## config.mk

```make
export PLATFORM = sky130hd
export DESIGN_NAME = controle_jogo
export DESIGN_NICKNAME = d
export VERILOG_FILES = /design/src/rtl/controle_jogo_pkg.sv /design/src/rtl/contador_bcd.sv /design/src/rtl/controle_jogo.sv
export SDC_FILE = /design/constraint.sdc
export NUM_CORES = 1
export LEC_CHECK = 0
export ABC_CLOCK_PERIOD_IN_PS = 4300
export BUFFER_PORTS_ARGS = -buffer_cell sky130_fd_sc_hd__buf_2
export CAP_MARGIN = 20
export CORE_AREA = 8 8 83 85
export CTS_CLUSTER_SIZE = 24
export DETAILED_ROUTE_END_ITERATION = 8
export DIE_AREA = 0 0 91 93
export PLACE_DENSITY = 0.92
export SLEW_MARGIN = 40
export SYNTH_ARGS = -nofsm -noshare
export SYNTH_HDL_FRONTEND = slang
export SYNTH_HIERARCHICAL = 1
export SYNTH_SLANG_ARGS = --single-unit
```

## constraint.sdc

```tcl
create_clock -name CLOCK_50 -period 4.3 [get_ports CLOCK_50]
set_input_delay 0.43 -clock CLOCK_50 [delete_from_list [all_inputs] [get_ports CLOCK_50]]
set_output_delay 0.43 -clock CLOCK_50 [all_outputs]
set_load 0.01 [all_outputs]
```

## src/rtl/controle_jogo_pkg.sv

```systemverilog
// controle_jogo_pkg: state encoding, widths and the saturating BCD step for the game-flow sequencer.
package controle_jogo_pkg;
    typedef enum logic [2:0] {
        INICIO        = 3'd0,
        JOGANDO       = 3'd1,
        PAUSADO       = 3'd2,
        NAVE_ATINGIDA = 3'd3,
        FIM           = 3'd4
    } estado_t;
    localparam int BCD_DIGITOS = 4;
    localparam int TIMER_W = 8;
    // Carry ripples through nines; a carry out of the top digit means 9999, so hold.
    function automatic logic [4*BCD_DIGITOS-1:0] bcd_inc(input logic [4*BCD_DIGITOS-1:0] v);
        logic [4*BCD_DIGITOS-1:0] r;
        logic c;
        r = v;
        c = 1'b1;
        for (int i = 0; i < BCD_DIGITOS; i++) begin
            if (c) begin
                c = (v[4*i+:4] == 4'd9);
                r[4*i+:4] = c ? 4'd0 : v[4*i+:4] + 4'd1;
            end
        end
        return c ? v : r;
    endfunction
endpackage

```

## src/rtl/contador_bcd.sv

```systemverilog
// contador_bcd: 4-digit saturating BCD score counter with synchronous clear.
module contador_bcd
    import controle_jogo_pkg::*;
(
    input  logic                     clk,
    input  logic                     rst,
    input  logic                     inc,
    input  logic                     clr,
    output logic [4*BCD_DIGITOS-1:0] valor
);
    always_ff @(posedge clk or posedge rst)
        if (rst) valor <= '0;
        else if (clr) valor <= '0;
        else if (inc) valor <= bcd_inc(valor);
endmodule

```

## src/rtl/controle_jogo.sv

```systemverilog
// controle_jogo: game-flow sequencer tracking state, lives, BCD score, level and the enemy respawn timer.
module controle_jogo
    import controle_jogo_pkg::*;
#(
    parameter int VIDAS_INICIAIS   = 3,
    parameter int FRAMES_RESPAWN   = 120,
    parameter int FRAMES_INIMIGO   = 60,
    parameter int FRAMES_FIM       = 180,
    parameter int PONTOS_POR_NIVEL = 10
)(
    input  logic        CLOCK_50,
    input  logic        reset,
    input  logic        pausa,
    input  logic        frame_tick,
    input  logic        iniciar,
    input  logic        acerto_inimigo,
    input  logic        acerto_nave,
    output logic [2:0]  estado,
    output logic        jogo_ativo,
    output logic        reinicia_entidades,
    output logic        inimigo_vivo,
    output logic        perdeu,
    output logic [1:0]  vidas,
    output logic [15:0] pontos_bcd,
    output logic [3:0]  nivel
);
    localparam logic [TIMER_W-1:0] UM        = TIMER_W'(1);
    localparam logic [TIMER_W-1:0] T_RESPAWN = TIMER_W'(FRAMES_RESPAWN);
    localparam logic [TIMER_W-1:0] T_INIMIGO = TIMER_W'(FRAMES_INIMIGO);
    localparam logic [TIMER_W-1:0] T_FIM     = TIMER_W'(FRAMES_FIM);
    localparam logic [1:0]         V_INI     = 2'(VIDAS_INICIAIS);
    localparam logic [7:0]         K_MAX     = 8'(PONTOS_POR_NIVEL - 1);

    estado_t st, st_n, ret, ret_n;
    logic p1, p2;
    logic [TIMER_W-1:0] tmr, tmr_n, tmr_ini, tmr_ini_n;
    logic [7:0] kills, kills_n;
    logic [1:0] vidas_n;
    logic [3:0] nivel_n;
    logic vivo_n, reinicia_n, inicia, mata;

    always_ff @(posedge CLOCK_50 or posedge reset)
        if (reset) begin
            st  <= INICIO;
            ret <= JOGANDO;
        end else begin
            st  <= st_n;
            ret <= ret_n;
        end

    always_comb begin
        st_n       = st;
        ret_n      = ret;
        tmr_n      = tmr;
        tmr_ini_n  = tmr_ini;
        vidas_n    = vidas;
        vivo_n     = inimigo_vivo;
        kills_n    = kills;
        nivel_n    = nivel;
        reinicia_n = 1'b0;
        inicia     = 1'b0;
        mata       = 1'b0;
        case (st)
            INICIO: inicia = iniciar;
            JOGANDO: begin
                mata = acerto_inimigo && inimigo_vivo;
                if (acerto_nave) begin
                    vidas_n = vidas - 2'd1;
                    st_n    = (vidas > 2'd1) ? NAVE_ATINGIDA : FIM;
                    tmr_n   = (vidas > 2'd1) ? T_RESPAWN : T_FIM;
                end else if (p2) begin
                    st_n  = PAUSADO;
                    ret_n = JOGANDO;
                end
                if (!inimigo_vivo && frame_tick) begin
                    tmr_ini_n = tmr_ini - UM;
                    vivo_n    = (tmr_ini == UM);
                end
            end
            PAUSADO: st_n = p2 ? PAUSADO : ret;
            NAVE_ATINGIDA:
                if (p2) begin
                    st_n  = PAUSADO;
                    ret_n = NAVE_ATINGIDA;
                end else if (frame_tick) begin
                    tmr_n      = tmr - UM;
                    st_n       = (tmr == UM) ? JOGANDO : NAVE_ATINGIDA;
                    reinicia_n = (tmr == UM);
                end
            FIM: begin
                inicia = iniciar && (tmr == '0);
                if (frame_tick && tmr != '0) tmr_n = tmr - UM;
            end
            default: st_n = INICIO;
        endcase
        // A kill that wraps the per-level counter advances the level, capped at 15.
        if (mata) begin
            vivo_n    = 1'b0;
            tmr_ini_n = T_INIMIGO;
            kills_n   = (kills == K_MAX) ? 8'd0 : kills + 8'd1;
            nivel_n   = (kills == K_MAX && nivel != 4'd15) ? nivel + 4'd1 : nivel;
        end
        if (inicia) begin
            st_n       = JOGANDO;
            vidas_n    = V_INI;
            nivel_n    = 4'd0;
            kills_n    = 8'd0;
            vivo_n     = 1'b1;
            tmr_ini_n  = '0;
            reinicia_n = 1'b1;
        end
    end

    always_ff @(posedge CLOCK_50 or posedge reset)
        if (reset) begin
            p1                 <= 1'b0;
            p2                 <= 1'b0;
            tmr                <= '0;
            tmr_ini            <= '0;
            kills              <= 8'd0;
            vidas              <= V_INI;
            nivel              <= 4'd0;
            inimigo_vivo       <= 1'b1;
            reinicia_entidades <= 1'b0;
            jogo_ativo         <= 1'b0;
            perdeu             <= 1'b0;
        end else begin
            p1                 <= pausa;
            p2                 <= p1;
            tmr                <= tmr_n;
            tmr_ini            <= tmr_ini_n;
            kills              <= kills_n;
            vidas              <= vidas_n;
            nivel              <= nivel_n;
            inimigo_vivo       <= vivo_n;
            reinicia_entidades <= reinicia_n;
            jogo_ativo         <= (st_n == JOGANDO);
            perdeu             <= (st_n == FIM);
        end

    contador_bcd u_pontos (
        .clk  (CLOCK_50),
        .rst  (reset),
        .inc  (mata),
        .clr  (inicia),
        .valor(pontos_bcd)
    );

    assign estado = st;
endmodule

```

Word-level counts from Yosys, hierarchy flattened. Cells that the tools add are included.

Input bits: 7. Logic and storage cells: 142. Output and inout bits: 29. Bits in registers: 58.

$lt $le $gt $ge: 1. Eq/ne operators: 22. Muxes and demuxes: 63. Reduce and logical (&&, ||, !) cells: 30. Add/sub/neg operators: 9.

Operators with widths (number): two-way mux 8 bit (12); two-way mux 16 bit (3); two-way mux 4 bit (10); two-way mux 3 bit (10); one-hot mux 8 bit (3 select lines) (1); adder 4 x 1 -> 4 bit (second input constant) (5); two-way mux 1 bit (20); equality test 4 bit (second input constant) (4); equality test 8 x 1 -> 1 bit (second input constant) (2); != test 2 bit (second input constant) (8); nonzero test 2 bit (8); subtractor 8 x 1 -> 8 bit (second input constant) (2); one-hot mux 3 bit (4 select lines) (1); AND reduction 3 bit (3); nonzero test 3 bit (3); adder 8 x 1 -> 8 bit (second input constant) (1); equality test 8 x 4 -> 1 bit (second input constant) (1); logical NOT 8 bit (1); two-way mux 2 bit (4); AND reduction 2 bit (4); nonzero test 8 bit (1); equality test 3 x 1 -> 1 bit (second input constant) (2); equality test 3 x 2 -> 1 bit (second input constant) (2); equality test 3 bit (second input constant) (2); 11 further kinds (15).

Longest topological paths before layout.
Depth after elaboration: 16. Gate-level depth with buffers: 12. Depth with buffers taken out: 10.

Modules after synthesis. Netlist, hierarchy kept.

By module, submodules not included: controle_jogo (area an instance 2477.4 µm², instances 1, cells an instance 266); contador_bcd (area an instance 1016.0 µm², instances 1, cells an instance 102).

Least setup slack after synthesis. OpenSTA, ideal clock, no wires.

Path type: register -> register. From: register st[1], in the netlist estado[1]. To: register u_pontos.valor[15]. Buffers on the path: 2. Period minus slack after synthesis: 2.506 ns. Path slack: 1.794 ns. Data arrival time: 2.379 ns. Required time: 4.173 ns. Cell stages (with the launch flop): 10. Cells stage by stage: dfrtp_1 nor3b_1 buf_2 nand2_1 inv_1 buf_6 nand4b_4 nor4b_4 nand4_1 mux2_1.

Cells in the longest elaborated chain, start to end: 4.

RTL lines: start: declaration (line controle_jogo.sv:34) `estado_t st, st_n, ret, ret_n;`; start signal: assignment (line controle_jogo.sv:47) `st <= st_n;`; equality test 3 x 1 -> 1 bit (line controle_jogo.sv:63) `case (st)`; two-way mux 1 bit (line controle_jogo.sv:63); net mata (line controle_jogo.sv:40) `logic vivo_n, reinicia_n, inicia, mata;`; nonzero test 2 bit (no source line); AND reduction 3 bit (no source line); end signal: assignment (line contador_bcd.sv:14) `else if (inc) valor <= bcd_inc(valor);`; end: declaration (line contador_bcd.sv:9) `output logic [4*BCD_DIGITOS-1:0] valor`.

The timed path passes the listed nets, and every way through them passes these cells. A chain may end at the register's enable or synchronous reset.

Worst setup path in the final report.
From: register tmr[0]. To: register u_pontos.valor[11].

Cells in the longest elaborated chain, start to end: 5.

RTL lines: start: declaration (line controle_jogo.sv:36) `logic [TIMER_W-1:0] tmr, tmr_n, tmr_ini, tmr_ini_n;`; start signal: assignment (line controle_jogo.sv:130) `tmr <= tmr_n;`; logical NOT 8 bit (*) (line controle_jogo.sv:91) `inicia = iniciar && (tmr == '0);`; logical AND 1 bit (*) (line controle_jogo.sv:91); one-hot mux 1 bit (2 select lines) (*) (line controle_jogo.sv:63); != test 2 bit (no source line) / nonzero test 2 bit (equally long branches); AND reduction 3 bit (no source line).

Every way passes the cells marked *; elsewhere a longest branch is shown, timed or not.

==> impl_metrics.json <==
{
  "finalSetupViolations": 0,
  "final_area_um2": 3810,
  "cap_violations": 0,
  "postCtsHoldBufs": 0,
  "vias": 3007,
  "n_fill_cell": 452,
  "clk_pin_slew_ns": 0.11,
  "synth_edf_count": 0,
  "final_common_cell": "dfrtp_1",
  "power_mw": 2.03,
  "ys_async_sr_fraction": 1.00,
  "first_pass_iters": 5,
  "grtUsageTotal": 0.191,
  "grt-ovfl-total": 0,
  "cts_buffers": 5,
  "period_share": 0.730,
  "ios": 36,
  "syn_to_final_growth_pct": 9.13,
  "endpoint_kind": "register",
  "timing.fmax_mhz": 319,
  "crit_type": "reg -> reg",
  "grt_pass1_vias": 2923,
  "initial_core_util": 0.616,
  "leakage_nw": 1.82,
  "cp.required_ns": 4.54,
  "num_antenna_cells": 0,
  "layout-drive-gt1-share": 0.182,
  "wl_per_cell_um": 16.7,
  "synth_nets": 392,
  "rows": 28,
  "start_kind": "register",
  "slew_headroom": 0.527,
  "dp_cells": 469,
  "drtIter0Drc": 207,
  "final_cell_mix": "dfrtp_1 (53), buf_2 (35), inv_1 (28), nor2_1 (26)",
  "synth_flop_cell": "dfrtp_1",
  "cts_tree": "yes",
  "die_area_um2": 8460,
  "clock_sinks": 56,
  "hold_violations": 0,
  "finalClockSkew_ns": 0.00954,
  "drc": 0,
  "post_cts_buffers": 0,
  "synth.distinct_cells": 69,
  "synth_area_per_cell_um2": 9.49,
  "peakVddDrop_mv": 0.301,
  "num-nets-final": 425,
  "die_y_um": 93,
  "clk_latency_ns": 0.31,
  "syn_inst": 368,
  "worst_slack_ns": 1.16,
  "cts_resized": 0,
  "hpwl_um": 5930,
  "clockRootBuffer": "clkbuf_8",
  "worst_pin_slew_ns": 0.708,
  "crit_arrival_ns": 3.38,
  "final_cells": 477,
  "viasPerCell": 6.30,
  "antenna_found_initial": 0,
  "htree_levels": 2,
  "p_per_area_nw_per_um2": 532,
  "pre_cts_slack_ns": 1.30,
  "gp_congestion": 0.902,
  "io_buffers": 35,
  "routed_wl_um": 7950,
  "min_path_type": "in -> async",
  "yosys_warnings": 6,
  "outcome": "finished, final reports clean",
  "cts_buffer_depth": 2,
  "netlist_area_um2": 3490,
  "dpl_cell_area_um2": 3720,
  "hold_slack_ns": 0.195,
  "period_minus_slack_ns": 3.14,
  "grt_max_degree": 41,
  "setup-tns-final_ns": 0,
  "ant_nets": 0,
  "slew_viol_final": 0,
  "rsz0062_at_grt": "false",
  "seq_area_frac_synth": 0.402,
  "core_um2": 5680,
  "synth-seq-cells": 56,
  "die_w_um": 91,
  "worstPathMaxFanout": 11,
  "grt_pass1_wl_um": 13600,
  "fin_util": 0.672
}
## worst max-delay path: stages (launching register included)
cell and delay (ns):
dfrtp_1 0.40, inv_1 0.11, ha_1 0.22, nor4b_2 0.19, a21boi_1 0.59, nand2b_1 0.34, inv_1 0.22, nor4_1 0.56
a41oi_1 0.24, a31oi_1 0.19
## worst paths after layout
| check | endpoint | depth (start not counted) | slack (ns) | start |
|---|---|---|---|---|
| max | u_pontos/valor[11]$_DFFE_PP0P_ | 9 | 1.16 | tmr[0]$_DFFE_PP0P_ |
| min | u_pontos/valor[11]$_DFFE_PP0P_ | 2 | 0.20 | reset |
| max reg2reg | u_pontos/valor[11]$_DFFE_PP0P_ | 9 | 1.16 | tmr[0]$_DFFE_PP0P_ |
| min reg2reg | p2$_DFF_PP0_ | 0 | 0.36 | p1$_DFF_PP0_ |
| max in group asynchronous | inimigo_vivo$_DFFE_PP1P_ | 3 | 3.68 | reset |
| min in group CLOCK_50 | p1$_DFF_PP0_ | 1 | 0.22 | pausa |
## cell usage after synthesis (4+ instances only)
| cell type | n | share of area |
|---|---|---|
| dfrtp_1 | 53 | 0.38 |
| nand3_1 | 18 | 0.026 |
| o21ai_0 | 14 | 0.020 |
| nor4_1 | 4 | 0.0072 |
| a21oi_1 | 23 | 0.033 |
| o211ai_1 | 9 | 0.019 |
| ha_1 | 17 | 0.061 |
| and3_1 | 5 | 0.0090 |
| mux2i_1 | 9 | 0.026 |
| nor2_1 | 26 | 0.028 |
| nand4_1 | 11 | 0.020 |
| nor2b_1 | 9 | 0.016 |
| inv_1 | 28 | 0.030 |
| nand3b_1 | 5 | 0.011 |
| buf_2 | 5 | 0.0072 |
| or3_1 | 4 | 0.0072 |
| nor3_1 | 9 | 0.013 |
| and3b_1 | 4 | 0.010 |
| clkbuf_1 | 4 | 0.0043 |
| a31oi_1 | 9 | 0.016 |
| nand2_1 | 23 | 0.025 |
| a211oi_1 | 7 | 0.015 |
## cell type report
class / instances / area [µm²] / share of cell area
multi-input cells: 272 / 1920 / 0.503
flip-flops and latches: 56 / 1410 / 0.369
repair buffers: 38 / 198 / 0.0519
inverters: 28 / 105 / 0.0276
well taps: 75 / 93.8 / 0.0246
clock buffers: 5 / 68.8 / 0.0181
clock inverters: 3 / 25.0 / 0.00656
## registers in the layout, indices dropped and copies added, names as in the netlist
register / count
u_pontos/valor: 16
kills: 8
tmr: 8
tmr_ini: 8
nivel: 4
estado: 3
vidas: 2
inimigo_vivo: 1
jogo_ativo: 1
p1: 1
p2: 1
perdeu: 1
reinicia_entidades: 1
ret: 1
## power breakdown
part | switching [mW] | leakage (nW) | internal (mW)
sequential | 0.169 | 0.731 | 0.661
clock | 0.182 | 0.0452 | 0.119
combinational | 0.532 | 1.05 | 0.365
total | 0.883 | 1.82 | 1.14
## kinds of logic after synthesis
kind of cell	share of synthesized area
fa+ha+maj	0.0609
flops	0.402
xor+xnor	0.0125
buf+inv	0.0491
mux	0.0322
compound gates	0.184
simple gates	0.259
## routing by layer
layer / global-route usage / wire length (µm) / vias to the layer above
met2: 0.339 / 4060 / 101
li1: - / - / 1411
met1: 0.231 / 3440 / 1478
met3: 0.0280 / 287 / 17
met5: 0 / 0 / -
met4: 0.0709 / 158 / 0
Note: power is estimated with default switching activity, not from simulation.
